`config.mk`:
```
export PLATFORM = sky130hd
export DESIGN_NAME = alu_arbiter
export DESIGN_NICKNAME = d
export VERILOG_FILES = /design/src/rtl/alu_arbiter.sv
export SDC_FILE = /design/constraint.sdc
export NUM_CORES = 1
export LEC_CHECK = 0
export BUFFER_PORTS_ARGS = -buffer_cell sky130_fd_sc_hd__buf_2
export CAP_MARGIN = 20
export CORE_UTILIZATION = 40
export DETAILED_ROUTE_END_ITERATION = 10
export GPL_TIMING_DRIVEN = 0
export HOLD_SLACK_MARGIN = 0.12
export SYNTH_ARGS = -nofsm -noshare
export SYNTH_HDL_FRONTEND = slang
export SYNTH_HIERARCHICAL = 1
export SYNTH_SLANG_ARGS = --single-unit
```
`constraint.sdc`:
```
create_clock -name clk -period 5.87 [get_ports clk]
set_clock_uncertainty 0.1 [all_clocks]
set_input_delay 0 -clock clk [delete_from_list [all_inputs] [get_ports clk]]
set_output_delay 0 -clock clk [all_outputs]
set_load 0.02 [all_outputs]
```
`src/rtl/alu_arbiter.sv`:
```
// Round-robin arbiter sharing one 32-bit ALU between two valid/ready requesters.
// Accepts one op at a time; the result is registered and held until the winning port consumes it.

module alu (
    input  logic [2:0]  op,
    input  logic [31:0] a,
    input  logic [31:0] b,
    output logic [31:0] out,
    output logic        zero
);
    always_comb begin
        out = 32'd0;
        case (op)
            3'b010:  out = a + b;
            3'b110:  out = a - b;
            3'b000:  out = a & b;
            3'b001:  out = a | b;
            3'b111:  out = {31'd0, $signed(a) < $signed(b)};
            default: out = 32'd0;
        endcase
    end

    assign zero = (out == 32'd0);
endmodule

module alu_arbiter #(
    parameter int WIDTH = 32,
    parameter int OPW   = 3
) (
    input  logic             clk,
    input  logic             rst_n,
    input  logic             req_valid0,
    input  logic             req_valid1,
    output logic             req_ready0,
    output logic             req_ready1,
    input  logic [OPW-1:0]   req_op0,
    input  logic [OPW-1:0]   req_op1,
    input  logic [WIDTH-1:0] req_a0,
    input  logic [WIDTH-1:0] req_a1,
    input  logic [WIDTH-1:0] req_b0,
    input  logic [WIDTH-1:0] req_b1,
    output logic             resp_valid0,
    output logic             resp_valid1,
    input  logic             resp_ready0,
    input  logic             resp_ready1,
    output logic [WIDTH-1:0] resp_out,
    output logic             resp_zero,
    output logic             resp_err,
    output logic             busy
);
    typedef enum logic [1:0] {IDLE, EXEC, RESP} state_t;

    state_t           state_q, state_d;
    logic             prio_q, prio_d;
    logic             gnt_q, gnt_d;
    logic [OPW-1:0]   op_q, op_d;
    logic [WIDTH-1:0] a_q, a_d;
    logic [WIDTH-1:0] b_q, b_d;
    logic [WIDTH-1:0] out_q, out_d;
    logic             zero_q, zero_d;
    logic             err_q, err_d;

    logic             win;
    logic             any_valid;
    logic             illegal;
    logic [OPW-1:0]   alu_op;
    logic [WIDTH-1:0] alu_out;
    logic             alu_zero;

    // Both valid: prio decides; otherwise the sole valid port wins.
    assign win       = (req_valid0 && req_valid1) ? prio_q : req_valid1;
    assign any_valid = req_valid0 || req_valid1;
    assign illegal   = (op_q == 3'b011) || (op_q == 3'b100) || (op_q == 3'b101);
    assign alu_op    = illegal ? 3'b000 : op_q;

    alu u_alu (
        .op   (alu_op),
        .a    (a_q),
        .b    (b_q),
        .out  (alu_out),
        .zero (alu_zero)
    );

    assign req_ready0  = (state_q == IDLE) && any_valid && !win;
    assign req_ready1  = (state_q == IDLE) && any_valid && win;
    assign resp_valid0 = (state_q == RESP) && !gnt_q;
    assign resp_valid1 = (state_q == RESP) && gnt_q;
    assign resp_out    = out_q;
    assign resp_zero   = zero_q;
    assign resp_err    = err_q;
    assign busy        = (state_q != IDLE);

    always_comb begin
        state_d = state_q;
        prio_d  = prio_q;
        gnt_d   = gnt_q;
        op_d    = op_q;
        a_d     = a_q;
        b_d     = b_q;
        out_d   = out_q;
        zero_d  = zero_q;
        err_d   = err_q;
        case (state_q)
            IDLE: begin
                if (any_valid) begin
                    gnt_d   = win;
                    op_d    = win ? req_op1 : req_op0;
                    a_d     = win ? req_a1  : req_a0;
                    b_d     = win ? req_b1  : req_b0;
                    state_d = EXEC;
                end
            end
            EXEC: begin
                out_d   = illegal ? '0 : alu_out;
                zero_d  = illegal ? 1'b1 : alu_zero;
                err_d   = illegal;
                state_d = RESP;
            end
            RESP: begin
                if (gnt_q ? resp_ready1 : resp_ready0) begin
                    prio_d  = !gnt_q;
                    state_d = IDLE;
                end
            end
            default: state_d = IDLE;
        endcase
    end

    always_ff @(posedge clk or negedge rst_n) begin
        if (!rst_n) begin
            state_q <= IDLE;
            prio_q  <= 1'b0;
            gnt_q   <= 1'b0;
            op_q    <= '0;
            a_q     <= '0;
            b_q     <= '0;
            out_q   <= '0;
            zero_q  <= 1'b0;
            err_q   <= 1'b0;
        end else begin
            state_q <= state_d;
            prio_q  <= prio_d;
            gnt_q   <= gnt_d;
            op_q    <= op_d;
            a_q     <= a_d;
            b_q     <= b_d;
            out_q   <= out_d;
            zero_q  <= zero_d;
            err_q   <= err_d;
        end
    end
endmodule

```
==> run metrics <==
CP max stage delay 570 ps; GRT Residual Overflow 0; combinational share of power 76.1%; Max Fclk 190.9 MHz; 1st-pass router iterations 6; measured slew at the worst slew-check pin 1087 ps; Core ar. 23610 um2; layout cells sized above 1 16.71%; maximum VDD drop 0.2229 mV; Layout Cells excl Fill 1791; synth unique cells 76; Slew HR 27.28%; RSZ-0062 raised after global routing false; synth top area cells dfrtp_1 (27%), ha_1 (14%), a221o_1 (7.1%); dpl cells 1635; synth warn 6; async set-reset flop share out of synthesis 100.0%; Slew Viols, Final 0; first-pass GRT wire length 55020 um; PD cells 675.1 nW/um2; I/O pin total 179; CP Data Arrival Time 5430 ps; n_diodes 0; mean routed wirelength per cell 19.97 um; Routed WL 35760 um; chip height 157.6 um; Clock Path Buffers 2; dpl cell area 11010 um2; post-synthesis sequential area ratio 27.14%; switching power 4.558 mW; sequential share of power 16.5%; type of the worst min-delay path input pin to register; top cell family by delay on the critical path buffers and inverters; flops & latches, synth 105; GR Util All Layers 29.46%; Period Utilization, post-route 89.23%; TritonCTS clock tree done; Sink Count 105; WP buf/inv 6; Setup crit end kind register; Primary FF master, synth dfrtp_1; Die Area 24830 um2; Final setup violation count 0; final hold viol count 0; DR vias 10290; Via density 5.747; clock root cell clkbuf_16; status completed; DRT iter0 DRCs 935; Synthesized Nets 1387; PortBufs 178; CTS buffer count 9; fillers 2254; DR DRC count 0; Static Leak 6.013 nW; Reg area 2628 um2; Req. time, crit path 6070 ps; dpl ws 726.3 ps; Die X 157.6 um; Worst path slowest cell or4_1; area of the multi-input gates 6295 um2; Post-Syn Area per Cell 8.522 um2; Post-DP HPWL 27150 um; PnR worst setup slack 632.0 ps; design area 12710 um2; clk_lat worst skew 370 ps; # resized after CTS 0; initial antenna violation count 0; vias in the first global route 9833; Final TNS setup 0 ps; largest net degree at the start of global routing 57; antenna-violating nets left 0; P&R area growth vs syn 31.28%; Initial Util 41.00%; startpoint types register; row count 56; Int Power 4.022 mW; most used cell, CP buf_1; Switching Fraction 53.13%; max-cap violations 0; Post-Syn Area 9681 um2; clock slew at reported path FFs 80 ps; setup repair bufs after CTS 0; Gate Count Post-Synth 1136; CP max FO 10; Clk pwr share 7.5%; Post-synth EDFFs 0; crit-path cells and2_1 -> o21a_1 -> clkbuf_1 -> buf_2 -> buf_1 -> buf_1 -> buf_1 -> nand2_1 -> o21ai_0 -> o22ai_1 -> or4_1 -> nor4_2 -> inv_1 -> a21oi_1; crit path time final 5238 ps; largest area contributor in the netlist dfrtp_1; post-synth top area share 27.14%; # nets final 1718; gp weighted congestion 0.9718; H-tree depth 3; Crit Path Class register to register; WHS 288.2 ps
metrics by stage:
stage	utilization (%)	total power [mW]
after floorplan	-	5.557
after global placement	46.46	7.308
after detailed placement	46.61	7.320
after CTS	53.82	8.422
after global routing	53.82	9.226
final	53.82	8.580
layer usage:
layer / global-route usage, % / vias up / routed length, um
met4: 6.149 / 0 / 444
met2: 47.09 / 455 / 16050
li1: - / 4851 / -
met5: 0 / - / 0
met1: 42.08 / 4954 / 16620
met3: 3.855 / 32 / 2639
power groups by stage:
stage          registers (mW)  clock network, mW  logic [mW]
3_5_place_dp             1.43                  0        5.89
2_1_floorplan            1.37                  0        4.18
3_3_place_gp             1.41                  0        5.90
4_1_cts                  1.41              0.651        6.36
6_report                 1.42              0.639        6.52
5_1_grt                  1.47              0.675        7.08
worst min-delay path, delay by kind of cell:
kind | cells | cell delay [ps]
compound gates | 1 | 110
buf+inv | 2 | 600
cells in the final DEF, fill, tap and decap left out, types with 45 or more instances in the layout:
cell type and n:
buf_2 196, dlygate4sd3_1 140, ha_1 109, dfrtp_1 105, inv_1 102, a21oi_1 75, nand2_1 74, nor2_1 72
a221o_1 69, o21a_1 68, o21ai_0 56, clkbuf_1 45
sequential cells by signal, indices dropped and copies added, names as in the netlist:
signal	cells
b_q	32
prio_q	1
gnt_q	1
a_q	32
resp_out	32
op_q	3
resp_err	1
state_q	2
resp_zero	1
Yosys cell counts (9+ instances only):
cell and instances:
o31ai_1 9, a221o_1 69, o21ai_0 56, a22o_1 33
a21oi_1 75, buf_2 18, mux2i_1 17, nor2b_1 11
nand3_1 22, nand2b_1 12, inv_1 102, a31oi_1 11
xnor2_1 19, nor4_1 11, o21a_1 68, nor3_1 12
ha_1 109, a211oi_1 14, clkbuf_1 45, nor2_1 72
dfrtp_1 105, nand2_1 74, o22ai_1 19, a21o_1 19
area by class of cell:
class                           instances  share of cell area (%)
Inverter                              103                   3.042
Multi-Input combinational cell        850                   49.53
Clock inverter                          7                  0.6006
Clock buffer                            9                   1.772
Sequential cell                       105                   20.68
Tap cell                              319                   3.141
Buffer                                 78                   2.924
Timing Repair Buffer                  320                   18.31
final timing paths:
kind,depth (start not counted),to,slack (ps),from
max,14,resp_zero$_DFFE_PN0N_,630,op_q[1]$_DFFE_PN0N_
min,3,a_q[26]$_DFFE_PN0N_,290,req_a0[26]
max reg2reg,14,resp_zero$_DFFE_PN0N_,630,op_q[1]$_DFFE_PN0N_
min in group asynchronous,3,b_q[6]$_DFFE_PN0N_,610,rst_n
max in group asynchronous,4,b_q[5]$_DFFE_PN0N_,3930,rst_n
min reg2reg,1,resp_out[29]$_DFFE_PN0N_,400,resp_out[29]$_DFFE_PN0N_
cell families (layout without fill, tap and decap cells):
logic type,Yosys count,count (layout),share of synthesized area [%]
adders and majority gates,111,111,14.50
AOI/OAI and AO/OA,435,435,33.18
DFF,105,105,27.14
muxes,19,19,1.990
and+or+nand+nor,263,263,13.36
xor gates and xnor gates,22,22,1.990
buffers and inverters,181,517,7.833
timing repair:
item	in CTS	in global routing
endpoints found under the hold margin	174	0
setup endpoints to repair	0	0
hold buffers	140	0
(Power assumes the default switching activity.)
